### src/rtl/peribus_timer.sv
// peribus_timer: 16-bit prescaled timer/counter peripheral on the Peribus.
//
// Registers are selected by a 3-bit local offset:
//   0 CTRL     : bit0 en, bit1 oneshot, bit2 irq_en, bit3 reload (write-1 strobe, reads 0)
//   1 PRESCALE : a tick every PRESCALE+1 enabled clocks
//   2 COUNT    : current count
//   3 COMPARE  : terminal count value
//   4 STATUS   : bit0 match, bit1 overrun (both write-1-to-clear)
//   5-7        : read 0, writes ignored
//
// Ports:
//   clk          - clock, all state updates on posedge
//   reset        - asynchronous active-high reset
//   addr         - local register offset
//   write_data   - register write value
//   write_enable - write strobe, sampled at posedge
//   read_enable  - read strobe; read_data is 0 when low
//   read_data    - combinational read of the current registers
//   irq          - level interrupt, match & irq_en

module peribus_timer #(
    parameter int unsigned WIDTH = 16
) (
    input  logic             clk,
    input  logic             reset,
    input  logic [2:0]       addr,
    input  logic [WIDTH-1:0] write_data,
    input  logic             write_enable,
    input  logic             read_enable,
    output logic [WIDTH-1:0] read_data,
    output logic             irq
);

    localparam logic [2:0] AddrCtrl     = 3'd0;
    localparam logic [2:0] AddrPrescale = 3'd1;
    localparam logic [2:0] AddrCount    = 3'd2;
    localparam logic [2:0] AddrCompare  = 3'd3;
    localparam logic [2:0] AddrStatus   = 3'd4;

    logic             en;
    logic             oneshot;
    logic             irq_en;
    logic [WIDTH-1:0] prescale;
    logic [WIDTH-1:0] count;
    logic [WIDTH-1:0] compare;
    logic             match;
    logic             overrun;
    logic [WIDTH-1:0] pcnt;

    logic wr_ctrl;
    logic wr_prescale;
    logic wr_count;
    logic wr_compare;
    logic wr_status;
    logic reload;
    logic tick;
    logic hit;

    always_comb begin
        wr_ctrl     = write_enable && (addr == AddrCtrl);
        wr_prescale = write_enable && (addr == AddrPrescale);
        wr_count    = write_enable && (addr == AddrCount);
        wr_compare  = write_enable && (addr == AddrCompare);
        wr_status   = write_enable && (addr == AddrStatus);
        reload      = wr_ctrl && write_data[3];
        tick        = en && (pcnt == prescale);
        // A software COUNT write or a reload in the same cycle suppresses match evaluation.
        hit         = tick && (count == compare) && !wr_count && !reload;
    end

    always_ff @(posedge clk or posedge reset) begin
        if (reset) begin
            en       <= 1'b0;
            oneshot  <= 1'b0;
            irq_en   <= 1'b0;
            prescale <= '0;
            count    <= '0;
            compare  <= '0;
            match    <= 1'b0;
            overrun  <= 1'b0;
            pcnt     <= '0;
        end else begin
            // Prescaler restarts on enable rising, reload or a new divider.
            if ((wr_ctrl && write_data[0] && !en) || reload || wr_prescale) begin
                pcnt <= '0;
            end else if (en) begin
                pcnt <= tick ? '0 : pcnt + 1'b1;
            end

            if (reload) begin
                count <= '0;
            end else if (wr_count) begin
                count <= write_data;
            end else if (tick) begin
                count <= (count == compare) ? '0 : count + 1'b1;
            end

            // A CTRL write takes priority over the one-shot auto-disable.
            if (wr_ctrl) begin
                en      <= write_data[0];
                oneshot <= write_data[1];
                irq_en  <= write_data[2];
            end else if (hit && oneshot) begin
                en <= 1'b0;
            end

            if (wr_prescale) begin
                prescale <= write_data;
            end
            if (wr_compare) begin
                compare <= write_data;
            end

            // Hardware set wins over a simultaneous write-1-to-clear.
            if (hit) begin
                match <= 1'b1;
            end else if (wr_status && write_data[0]) begin
                match <= 1'b0;
            end

            if (hit && match) begin
                overrun <= 1'b1;
            end else if (wr_status && write_data[1]) begin
                overrun <= 1'b0;
            end
        end
    end

    always_comb begin
        read_data = '0;
        if (read_enable) begin
            case (addr)
                AddrCtrl:     read_data = {{(WIDTH-3){1'b0}}, irq_en, oneshot, en};
                AddrPrescale: read_data = prescale;
                AddrCount:    read_data = count;
                AddrCompare:  read_data = compare;
                AddrStatus:   read_data = {{(WIDTH-2){1'b0}}, overrun, match};
                default:      read_data = '0;
            endcase
        end
    end

    assign irq = match & irq_en;

endmodule

### config.mk
export PLATFORM = sky130hd
export DESIGN_NAME = peribus_timer
export DESIGN_NICKNAME = d
export VERILOG_FILES = /design/src/rtl/peribus_timer.sv
export SDC_FILE = /design/constraint.sdc
export NUM_CORES = 1
export LEC_CHECK = 0
export ABC_AREA = 1
export CORE_MARGIN = 2
export CORE_UTILIZATION = 35
export CTS_CLUSTER_DIAMETER = 120
export DETAILED_ROUTE_END_ITERATION = 12
export MAX_ROUTING_LAYER = met4
export PLACE_DENSITY = 0.64
export REMOVE_ABC_BUFFERS = 1
export SLEW_MARGIN = 5
export SYNTH_ARGS = -nofsm -noshare
export SYNTH_HDL_FRONTEND = slang
export SYNTH_SLANG_ARGS = --single-unit
### constraint.sdc
create_clock -name clk -period 4.5 [get_ports clk]
set_input_delay 0.9 -clock clk [delete_from_list [all_inputs] [get_ports clk]]
set_output_delay 0.9 -clock clk [all_outputs]
set_load 0.02 [all_outputs]
## Yosys cells after proc, flatten, opt, wreduce, memory -nomap -nowiden

Index checks and enable logic that the tools add are counted.

| storage, ports and cells | value |
|---|---|
| flip-flop bits (word level) | 69 |
| bits of input ports | 23 |
| output and inout bits | 17 |
| logic and storage cells | 60 |

| cells by class | value |
|---|---|
| add/sub/neg operators | 2 |
| eq/ne operators | 6 |
| muxes and demuxes | 15 |
| bitwise logic cells | 1 |
| reductions and logical operators | 27 |

Operator list:

| operator | count |
|---|---|
| two-way mux 16 bit | 8 |
| one-hot mux 16 bit (5 select lines) | 1 |
| adder 16 x 1 -> 16 bit, second input constant | 2 |
| == test 16 bit | 2 |
| logical AND 1 bit | 16 |
| nonzero test 2 bit | 4 |
| == test 3 x 2 -> 1 bit, second input constant | 2 |
| two-way mux 1 bit | 6 |
| == test 3 x 1 -> 1 bit, second input constant | 1 |
| == test 3 bit, second input constant | 1 |
| zero test 1 bit | 3 |
| zero test 3 bit | 1 |
| nonzero test 3 bit | 1 |
| logical OR 1 bit | 2 |
| bitwise AND 1 bit | 1 |

## Depth between registers and ports, before layout

| logic depth | value |
|---|---|
| depth in word-level cells | 8 |
| depth in mapped cells | 13 |
| mapped depth without buffers | 12 |

## Least setup slack after synthesis

No wires, ideal clock.

| path | value |
|---|---|
| kind | input port to output port |
| from | input port addr[1] |
| to | output port read_data[10] |
| data arrival time | 1.853 ns |
| required time | 3.600 ns |
| slack | 1.747 ns |
| stages on the path | 6 |
| buffers on the path | 1 |
| path through | nor3_4 -> inv_1 -> clkbuf_1 -> o22ai_1 -> o21ai_0 -> inv_1 |

| between the ends | value |
|---|---|
| cells in the longest elaborated chain, start to end | 3 |
| elaborated cells between the ends (all ways) | 7 |
| classes of those cells | eq/ne: 4; mux: 2; reduce/logical: 1 |

RTL lines:

| item | line | text |
|---|---|---|
| start, declared | 26 | `input logic [2:0] addr,` |
| == test 3 bit (tied with other cells) | 132 | `case (addr)` |
| one-hot mux 16 bit (5 select lines) (*) | 132 |  |
| two-way mux 16 bit (*) | 131 | `if (read_enable) begin` |
| end, declared | 30 | `output logic [WIDTH-1:0] read_data,` |

Mark *: on every way between the ends. The rest lies on a longest branch, timed or not.

## Final worst setup path

| path | value |
|---|---|
| from | input port addr[1] |
| to | output port read_data[7] |

The elaborated chain is that of the path after synthesis.

==> flow_results.org <==
** Place
- Detailed placement HPWL :: 10700 microns
- Final weighted congestion in routability-driven placement :: 0.876
- The placed instances occupy a cell area of roughly 0.0055 sq mm.
- The count of buffers added on input and output ports is 39.

** STA
- Number of pins with negative max-slew slack in the final report :: 0
- Final count of negative-setup-slack endpoints :: 0
- Static timing analysis puts the maximum clock frequency at 245 MHz.
- Relative slew slack :: 61.6%
- In the final timing run, aggregate negative setup slack is 0 ns.
- The final count of hold timing violations came to 0.
- Unrepaired setup endpoints after global routing :: false
- Final hold slack :: approximately 0.50 ns
- For the pin with the worst max-slew slack, the measured transition is 0.575 ns.
- Clock skew :: 0.0104 ns
- In the finished design, the share of the clock period the worst path needs comes to 90.6%.
- The routed design could run at a clock period as short as around 4.1 ns.

** Outcome
- Outcome :: complete, no violations

** Worst setup path
- The critical path goes through clkdlybuf4s50_1 -> inv_2 -> nor2_2 -> nand2_1 -> inv_1 -> nand2_1 -> o211ai_1 -> nand2_1 -> inv_1 -> clkdlybuf4s50_1.
- Maximum single-stage delay on the critical path :: approximately 0.60 ns
- The number of buffers and inverters on the critical path is 5.
- STA classifies the critical path endpoint as a primary output.
- Cell mode on critical path :: nand2_1
- For the worst setup path, the data arrival time is 3.18 ns.
- Biggest fanout along the worst timing path :: 14
- At the worst endpoint, the required time is 3.60 ns.
- Worst Setup Start Kind :: input pin
- Critical-path cell with the highest stage delay :: clkdlybuf4s50_1
- Cell type group with the largest total delay on the critical path :: buffers and inverters
- Category of the most critical setup path :: in2out

** Floorplanning
- The initial utilization of the core area, before any placement, comes to 35.7%.
- After floorplanning, the core was divided into 43 placement rows.
- Die Y-Extent :: roughly 120 microns
- Die width :: about 120 microns
- Pin placement for this block handled 40 I/O pins.
- The floorplan step defined a core boundary enclosing 0.0139 sq mm.
- Total Die Area :: 0.0151 sq mm

** Clock network
- Count of buffers added by post-CTS timing repair for setup :: 0
- CTS H-tree lvls :: 3
- Clock tree synthesis selected as its root buffer the cell clkbuf_16.
- After clock tree synthesis, the clock-pin slew on the worst setup and hold paths is roughly 0.060 ns.
- At the later pin of the worst-skew pair, clock insertion delay measures 0.35 ns.
- Cts-stage hold buffer count :: 0
- The longest clock path from root to sink contains 2 buffers.
- The number of clock buffers added by TritonCTS is 9.
- Total number of clock tree sinks :: 69
- Number of gates given a new drive strength after cts :: 0
- CTS tree :: yes

** Routing
- After detailed routing, the number of vias per cell comes to 4.90.
- Average wire length per cell after detail routing :: 14.3 microns
- In this run the remaining antenna-violating nets after routing total 0.
- Via count :: 4895
- The first routing iteration left 396 violations.
- Summed over all layers, the routed wires come to 14300 microns.
- For this run, the detailed router's first-pass iteration total came to 5.
- In the routed design, unresolved DRC markers number 0.

** Job
- The tool flagged a number of max-cap violations equal to 0.

** Power
- Total power after layout :: 2200 uW
- Leakage power :: 0.00304 uW
- PwrDens :: roughly 380 mW/mm^2
- IR analysis of the VDD net gives a maximum drop of 195 uV.

** Finish
- The layout has 1464 filler cells.
- Layout overhead on the synthesized area :: 17.2%
- Once layout is complete, the utilization of the core stands at a little over two fifths.
- The number of antenna diodes in the final layout is 0.
- Share of layout cells above drive strength 1 :: roughly 8%
- The finished cells cover 0.00581 sq mm.
- Net count of the finished layout :: 838

** Synthesis
- Sequential cells were found to cover 34.8% of the synthesized design area.
- A synthesized cell averages 6.37 sq um.
- For this run, asynchronously set or reset flops after synthesis account for 100%.
- Yosys mapped a number of flops with a built-in enable equal to 0.
- In this run the cell area of the synthesized design comes to approximately 0.005 sq mm.
- The number of different library cells used by synthesis comes to 43.
- For this run, the leading register cell type out of synthesis is dfrtp_1.
- Flip-flop and latch count after synthesis :: slightly below 70
- Synthesis produced 779 cells.
- For this run, the number of Yosys warnings is 0.

** Global route
- Across every metal layer, demand over resource in global routing totals 20.8%.
- The first global-routing pass estimated 23400 microns of wire.
- Via count of the first global-routing pass :: around 4500
- Largest net degree at the start of global routing :: 29
- Number of antenna violations at the first check in global routing :: 0
- Residual overflow from global routing :: 0

** Worst hold path
- Class of the tightest hold or removal check :: reg2reg
-- metal layers --
layer  GRT usage, %  up-vias  part of all wire (%)
li1               -     2489                     -
met1           28.2     2261                    49
met2           31.7      135                    45
met3           4.57       10                   5.5
met4           5.18        0                  0.74
met5              -        -                     0
-- Yosys cell counts, types with 2 or more instances --
cell,n,area share (%)
inv_1,105,7.9
ha_1,2,0.50
o21ai_0,38,3.8
xnor2_1,2,0.35
nand2_4,3,0.68
nor3_4,2,0.66
dfrtp_1,69,35
clkbuf_1,6,0.45
nand2_2,12,1.5
xor2_1,9,1.6
o22ai_1,15,1.9
a21oi_1,21,2.1
buf_6,5,1.1
buf_2,4,0.40
o21ai_1,2,0.20
buf_4,2,0.30
inv_2,16,1.2
nand3_1,40,4.0
buf_1,2,0.15
nand3b_1,2,0.30
nor2_2,3,0.38
nor3_1,12,1.2
nand4_1,12,1.5
nand2_1,281,21
nor2_1,93,7.0
and3_1,2,0.25
nor4_1,2,0.25
nand3_4,2,0.71
-- cell families (layout without fill, tap and decap cells) --
logic type | count (synthesis) | after routing | share of synthesized area (%)
and+or+nand+nor | 472 | 472 | 41.4
buffers and inverters | 143 | 182 | 12.1
AOI/OAI and AO/OA | 81 | 81 | 8.98
DFF | 69 | 69 | 34.8
xor gates and xnor gates | 11 | 11 | 1.94
adders and majority gates | 2 | 2 | 0.504
muxes | 1 | 1 | 0.227
-- placed cells by master (no fill, tap or decap), drive strengths merged --
master           n
nor2            98
nor3b            1
a211oi           1
o211ai           1
mux2             1
o221ai           1
o22ai           15
clkbuf          13
nand2          296
a21oi           22
xor2             9
clkinv           2
dfrtp           69
ha               2
nor3            14
a31oi            1
buf              4
nor4             3
nand3b           2
clkdlybuf4s50   39
nor2b            1
nand3           42
o21ai           40
xnor2            2
bufinv           2
inv            122
nand4           13
and3             2
-- cell type report --
| type | instances | area, sq um | share of cell area (%) |
|---|---|---|---|
| Timing Repair Buffer | 43 | 420 | 7.23 |
| Inverter | 123 | 465 | 8.01 |
| Tap cell | 180 | 225 | 3.87 |
| Clock buffer | 13 | 280 | 4.82 |
| Clock inverter | 3 | 65.1 | 1.12 |
| Sequential cell | 69 | 1730 | 29.7 |
| Multi-Input combinational cell | 567 | 2630 | 45.3 |
-- power by group --
part / internal, uW / switching (uW) / leakage (uW)
Sequential: 716 / 104 / 0.000878
Clock: 545 / 288 / 0.000172
Combinational: 202 / 347 / 0.00199
-- worst paths after layout --
kind / start / endpoint / slack (ns) / cells after the start
max: addr[1] / read_data[7] / 0.42 / 10
min: overrun$_DFFE_PP0P_ / overrun$_DFFE_PP0P_ / 0.50 / 2
max reg2reg: pcnt[6]$_DFFE_PP0P_ / count[11]$_DFFE_PP0P_ / 2.62 / 7
min reg2reg: overrun$_DFFE_PP0P_ / overrun$_DFFE_PP0P_ / 0.50 / 2
max in group asynchronous: reset / pcnt[0]$_DFFE_PP0P_ / 2.82 / 3
min in group asynchronous: reset / compare[10]$_DFFE_PP0P_ / 0.91 / 2
-- registers in the layout, summed over array words and instances (netlist names) --
name	cells
count	16
pcnt	16
match	1
irq_en	1
overrun	1
en	1
prescale	16
compare	16
oneshot	1
-- metrics by stage --
step | cells | setup WS [ns]
floorplan | 759 | 1.70
global placement | 982 | 0.495
detailed placement | 982 | 0.448
CTS | 998 | 0.435
global route | 998 | 0.270
finish | 998 | 0.424
-- tightest hold or removal path, delay by kind of cell (launching register included) --
kind	cells	cell delay, ns
flip-flops	1	0.35
AND/OR/NAND/NOR	1	0.06
AO/OA/AOI/OAI	1	0.06
(Power assumes the default switching activity.)
==> edit 1 (same settings) <==
Register the input `write_data` before use, without a reset. The logic sees it one clock later. The other inputs are not delayed to match.
--- a/src/rtl/peribus_timer.sv
+++ b/src/rtl/peribus_timer.sv
@@ -37,6 +37,12 @@
     localparam logic [2:0] AddrCompare  = 3'd3;
     localparam logic [2:0] AddrStatus   = 3'd4;
 
+    logic [WIDTH-1:0] write_data_q;
+
+    always_ff @(posedge clk) begin
+        write_data_q <= write_data;
+    end
+
     logic             en;
     logic             oneshot;
     logic             irq_en;
@@ -62,7 +68,7 @@
         wr_count    = write_enable && (addr == AddrCount);
         wr_compare  = write_enable && (addr == AddrCompare);
         wr_status   = write_enable && (addr == AddrStatus);
-        reload      = wr_ctrl && write_data[3];
+        reload      = wr_ctrl && write_data_q[3];
         tick        = en && (pcnt == prescale);
         // A software COUNT write or a reload in the same cycle suppresses match evaluation.
         hit         = tick && (count == compare) && !wr_count && !reload;
@@ -81,7 +87,7 @@
             pcnt     <= '0;
         end else begin
             // Prescaler restarts on enable rising, reload or a new divider.
-            if ((wr_ctrl && write_data[0] && !en) || reload || wr_prescale) begin
+            if ((wr_ctrl && write_data_q[0] && !en) || reload || wr_prescale) begin
                 pcnt <= '0;
             end else if (en) begin
                 pcnt <= tick ? '0 : pcnt + 1'b1;
@@ -90,37 +96,37 @@
             if (reload) begin
                 count <= '0;
             end else if (wr_count) begin
-                count <= write_data;
+                count <= write_data_q;
             end else if (tick) begin
                 count <= (count == compare) ? '0 : count + 1'b1;
             end
 
             // A CTRL write takes priority over the one-shot auto-disable.
             if (wr_ctrl) begin
-                en      <= write_data[0];
-                oneshot <= write_data[1];
-                irq_en  <= write_data[2];
+                en      <= write_data_q[0];
+                oneshot <= write_data_q[1];
+                irq_en  <= write_data_q[2];
             end else if (hit && oneshot) begin
                 en <= 1'b0;
             end
 
             if (wr_prescale) begin
-                prescale <= write_data;
+                prescale <= write_data_q;
             end
             if (wr_compare) begin
-                compare <= write_data;
+                compare <= write_data_q;
             end
 
             // Hardware set wins over a simultaneous write-1-to-clear.
             if (hit) begin
                 match <= 1'b1;
-            end else if (wr_status && write_data[0]) begin
+            end else if (wr_status && write_data_q[0]) begin
                 match <= 1'b0;
             end
 
             if (hit && match) begin
                 overrun <= 1'b1;
-            end else if (wr_status && write_data[1]) begin
+            end else if (wr_status && write_data_q[1]) begin
                 overrun <= 1'b0;
             end
         end
Formal check against the unedited RTL: not equivalent (Yosys sat finds a counterexample within 4 cycles, from zero or initial values and one cycle with reset high).
==> edit 1 against the original RTL <==
  * Count of clock-buffer cells in the layout is 4 lower
  * Final cell count is 1.7% higher
  * Clock power is 9.0% lower
  * Area after synthesis is 5.0% higher
  * Power is 2.9% higher
  * First-iteration DRC count is 5.3% lower
  * Worst setup slack better by 0.028 ns
  * Sequential cell count is 16 higher
  * Core utilization is 0.38 points lower
  * Wire length is 0.20% lower
  * Design area is 3.8% higher
  * Critical path depth is 2 lower
  * Critical path type unchanged
  * Largest cell class unchanged
  * Highest routed layer unchanged
==> edit 1: results (changes against the original RTL) <==
metric,value,unit,change
global-route wire length before repair,23300,um,was 23400 um
FF-to-FF setup slack,2.35,ns,was 2.62 ns
library cells used by synthesis,36,,was 43
internal power,1490,uW,was 1460 uW
Setup Buffers After CTS,0,,unchanged
GPL Wtd Cong,0.902,,was 0.876
number of antenna violations at the first check in global routing,0,,unchanged
starting DRC count in detailed routing,375,,was 396
Power Clock,758,uW,was 833 uW
GRT met1 Usage,24.7,%,was 28.2%
worst slew pin tran,0.658,ns,was 0.575 ns
clock buffer depth,2,,unchanged
"non-filler cells, final",1015,,was 998
met3 global-route usage,3.14,%,was 4.57%
Clock Tree Root,clkbuf_16,,unchanged
post-CTS resize count,0,,unchanged
Vias,4898,,was 4895
"top cells by count, synth","nand2_1, inv_1, nor2_1",,unchanged
Synth Flop Type,dfrtp_1,,unchanged
grt met2 use,30.9,%,was 31.7%
register area share after synthesis,39.3,%,was 34.8%
Pleak,0.00310,uW,was 0.00304 uW
R2R depth,11,,was 7
"FFs w/ async S/R, synth",81.2,%,was 100%
H-Tree Depth,3,,unchanged
Critical Path Fanout Max,13,,was 14
Comb power frac,23.3,%,was 24.9%
synth warn,0,,unchanged
"CTS clk-pin slew, worst paths",0.06,ns,about the same
fraction of layout cells with a size suffix above 1,7.10,%,was 8.19%
grt total ovfl,0,,unchanged
Post-DP HPWL,10600,um,was 10700 um
Sw Ratio,34.1,%,was 33.5%
All-Layer GR Usage,19.2,%,was 20.8%
"top cells by area, synth","dfrtp_1, nand2_1, inv_1, nor2_1, dfxtp_1",,"was dfrtp_1, nand2_1, inv_1, nor2_1, nand3_1"
fin nets,851,,was 838
Clock Skews,0.00676,ns,was 0.0104 ns
WP data arrival,3.15,ns,was 3.18 ns
min-delay worst type,flop to flop,,unchanged
Clock Latency Late Sink,0.35,ns,about the same
status,"complete, no violations",,unchanged
"IR drop worst, VDD",0.187,mV,was 0.195 mV
first drt pass iteration count,5,,unchanged
vias in the first global route,4530,,was 4486
DR WL/cell,14.1,um,was 14.3 um
Num CTS Buffers,9,,unchanged
largest net degree at the start of global routing,51,,was 29
Synth Instances,792,,was 779
==> edit 1: layer usage <==
| layer | vias to the layer above | routed length [um] | part of all wire (%) |
|---|---|---|---|
| met5 | - | 0 | 0 |
| met4 | 0 | 267 | 1.9 |
| met3 | 23 | 698 | 4.9 |
| met2 | 129 | 6800 | 48 |
| met1 | 2204 | 6510 | 46 |
| li1 | 2542 | - | - |
==> edit 1: area by class of cell <==
type                       count  area [um^2]
clock inverter                 7         75.1
multi-input combinational    570         2600
clock buffer                   9          225
inverter                     118          444
tap                          184          230
sequential                    85         2050
timing repair buffer          42          413
fill                        1544         8500
==> edit 1: per-stage QoR <==
step / hold slack (ns) / setup slack, ns / instance area (um^2)
final: 0.496 / 0.451 / 6030
after global placement: 0.472 / 0.466 / 5730
after floorplan: 0.444 / 1.70 / 5090
after detailed placement: 0.479 / 0.438 / 5730
after global routing: 0.513 / 0.299 / 6030
after CTS: 0.494 / 0.413 / 6030
==> edit 1: worst paths after layout <==
| check | start | endpoint |
|---|---|---|
| setup / recovery | addr[0] | read_data[5] |
| hold / removal | overrun | overrun |
| setup reg to reg | count[10] | en |
| hold reg to reg | overrun | overrun |
| max in group asynchronous | reset | pcnt[10] |
| min in group asynchronous | reset | compare[12] |
==> edit 1: logic make-up (layout without fill, tap and decap cells) <==
logic type	Yosys count	in the layout	share of synthesized area, %
AO/OA/AOI/OAI	86	86	8.96
XOR/XNOR	11	11	1.85
adder cells (fa/ha/maj)	2	2	0.480
buffers and inverters	137	176	10.8
flip-flops	85	85	39.3
AND/OR/NAND/NOR	471	471	38.6
==> edit 1: worst max-delay path: stages <==
cell	delay (ns)
clkdlybuf4s50_1	0.56
inv_2	0.08
nor3_4	0.24
inv_1	0.32
o22ai_1	0.25
o21ai_0	0.10
inv_1	0.09
clkdlybuf4s50_1	0.60
==> edit 2 (config.mk and constraints unchanged) <==
Made on the original files. `WIDTH`: 16 -> 32.
--- a/src/rtl/peribus_timer.sv
+++ b/src/rtl/peribus_timer.sv
@@ -19,7 +19,7 @@
 //   irq          - level interrupt, match & irq_en
 
 module peribus_timer #(
-    parameter int unsigned WIDTH = 16
+    parameter int unsigned WIDTH = 32
 ) (
     input  logic             clk,
     input  logic             reset,
Ports: changed (resized read_data and write_data); port bits go from 40 to 72. No check against the original RTL was run, so the function may have changed too.
==> edit 2 against the original RTL <==
  * Sequential cell count increased by 64
  * Largest cell class unchanged
  * Worst setup slack got worse by 0.063 ns
  * Area after synthesis grew 93%
  * Wire length rose by 130%
  * Global-route usage grew 3.6 points
  * Combinational power rose by 63%
  * Power grew 86%
  * Sequential share of layout area about the same
  * Clock power rose by 93%
  * Critical endpoint is now read_data[4]
  * Design area increased by 93%
==> edit 2: results (changes against the original RTL) <==
metric,value,unit,change
vias in the first global route,9223,,was 4486
starting DRC count in detailed routing,835,,was 396
worst r2r src,en,,was pcnt[6]
fraction of layout cells with a size suffix above 1,5.81,%,was 8.19%
R2R depth,10,,was 7
# port buffers,71,,was 39
library cells used by synthesis,41,,was 43
GPL Wtd Cong,0.956,,was 0.876
Hold Startpoint,compare[6],,was overrun
global-route wire length before repair,52300,um,was 23400 um
fill count,2875,,was 1464
Post-Place Worst Slack,0.365,ns,was 0.448 ns
post-synthesis adder-cell area fraction,0.262,%,was 0.505%
WP data arrival,3.24,ns,was 3.18 ns
Post-DP HPWL,24200,um,was 10700 um
register area share after synthesis,34.8,%,about the same
Critical Path Fanout Max,22,,was 14
multiplexer area fraction after synthesis,0,%,was 0.227%
Max-slew headroom,44.2,%,was 61.6%
XOR/XNOR Fraction of Synth Area,6.69,%,was 1.94%
first drt pass iteration count,6,,was 5
Hold WS,0.518,ns,was 0.503 ns
Clock Skews,0.0109,ns,was 0.0104 ns
Pleak,0.00564,uW,was 0.00304 uW
H-Tree Depth,4,,was 3
hold worst-path end,compare[6],,was overrun
"top cells by area, synth","dfrtp_1, nand2_1, inv_1, nand3_1, nor2_1",,"was dfrtp_1, nand2_1, inv_1, nor2_1, nand3_1"
FF-to-FF setup slack,1.44,ns,was 2.62 ns
All-Layer GR Usage,24.4,%,was 20.8%
dpl cell area,0.0106,mm^2,was 0.00547 mm^2
R2R Path End,pcnt[6],,was count[11]
status,"complete, no violations",,unchanged
"top cells by count, synth","nand2_1, inv_1, dfrtp_1",,"was nand2_1, inv_1, nor2_1"
"IR drop worst, VDD",0.232,mV,was 0.195 mV
edit 2: cell count changes after synthesis, sizes merged, moves of 16 or more:
cell	before	now
dfrtp	69	133
xnor2	2	39
nor3	14	30
inv	122	209
clkbuf	6	36
o221ai	1	17
xor2	9	34
nand3	42	125
nor2	98	136
nand2	296	566
o21ai	40	82
edit 2: worst max-delay path, delay by kind of cell:
family	cells	cell delay, ns
buffers and inverters	6	1.69
and+or+nand+nor	4	0.54
AOI/OAI and AO/OA	1	0.09
edit 2: layer usage:
layer / share of wire, % / vias up / track usage (%)
met5: 0 / - / -
met4: 3.1 / 0 / 7.73
met3: 6.0 / 65 / 3.52
met2: 45 / 368 / 37.9
met1: 45 / 4459 / 32.8
li1: - / 4726 / -
edit 2: kinds of logic (layout without fill, tap and decap cells):
kind of cell	Yosys count	in the layout
simple gates	883	883
buf+inv	271	330
flops	133	133
compound gates	129	129
xor+xnor	73	73
fa+ha+maj	2	2
edit 2: layout make-up:
class,instances,share of cell area (%)
Inverter,210,7.07
Timing Repair Buffer,88,7.69
Clock buffer,19,3.95
Sequential cell,133,29.7
Multi-Input combinational cell,1087,45.9
Clock inverter,13,1.95
Tap cell,341,3.80
edit 2: how the worst max path moves through the flow:
stage	to	slack, ns	depth (start not counted)
after floorplan	compare[0]	0.05	1
after global placement	read_data[4]	0.39	11
after detailed placement	read_data[4]	0.37	11
after CTS	read_data[4]	0.36	11
after global routing	read_data[4]	0.19	11
final	read_data[4]	0.36	11
edit 2: stage by stage:
stage                     utilization (%)  cells
after floorplan                         -   1430
after CTS                            41.8   1891
after detailed placement             39.3   1859
final                                41.8   1891
after global routing                 41.8   1891
after global placement               39.3   1859
edit 2: report_power, final:
group / internal [uW] / switching (uW) / leakage (uW)
logic: 351 / 544 / 0.00357
registers: 1350 / 233 / 0.00175
clock network: 1010 / 599 / 0.000313
total: 2710 / 1380 / 0.00564
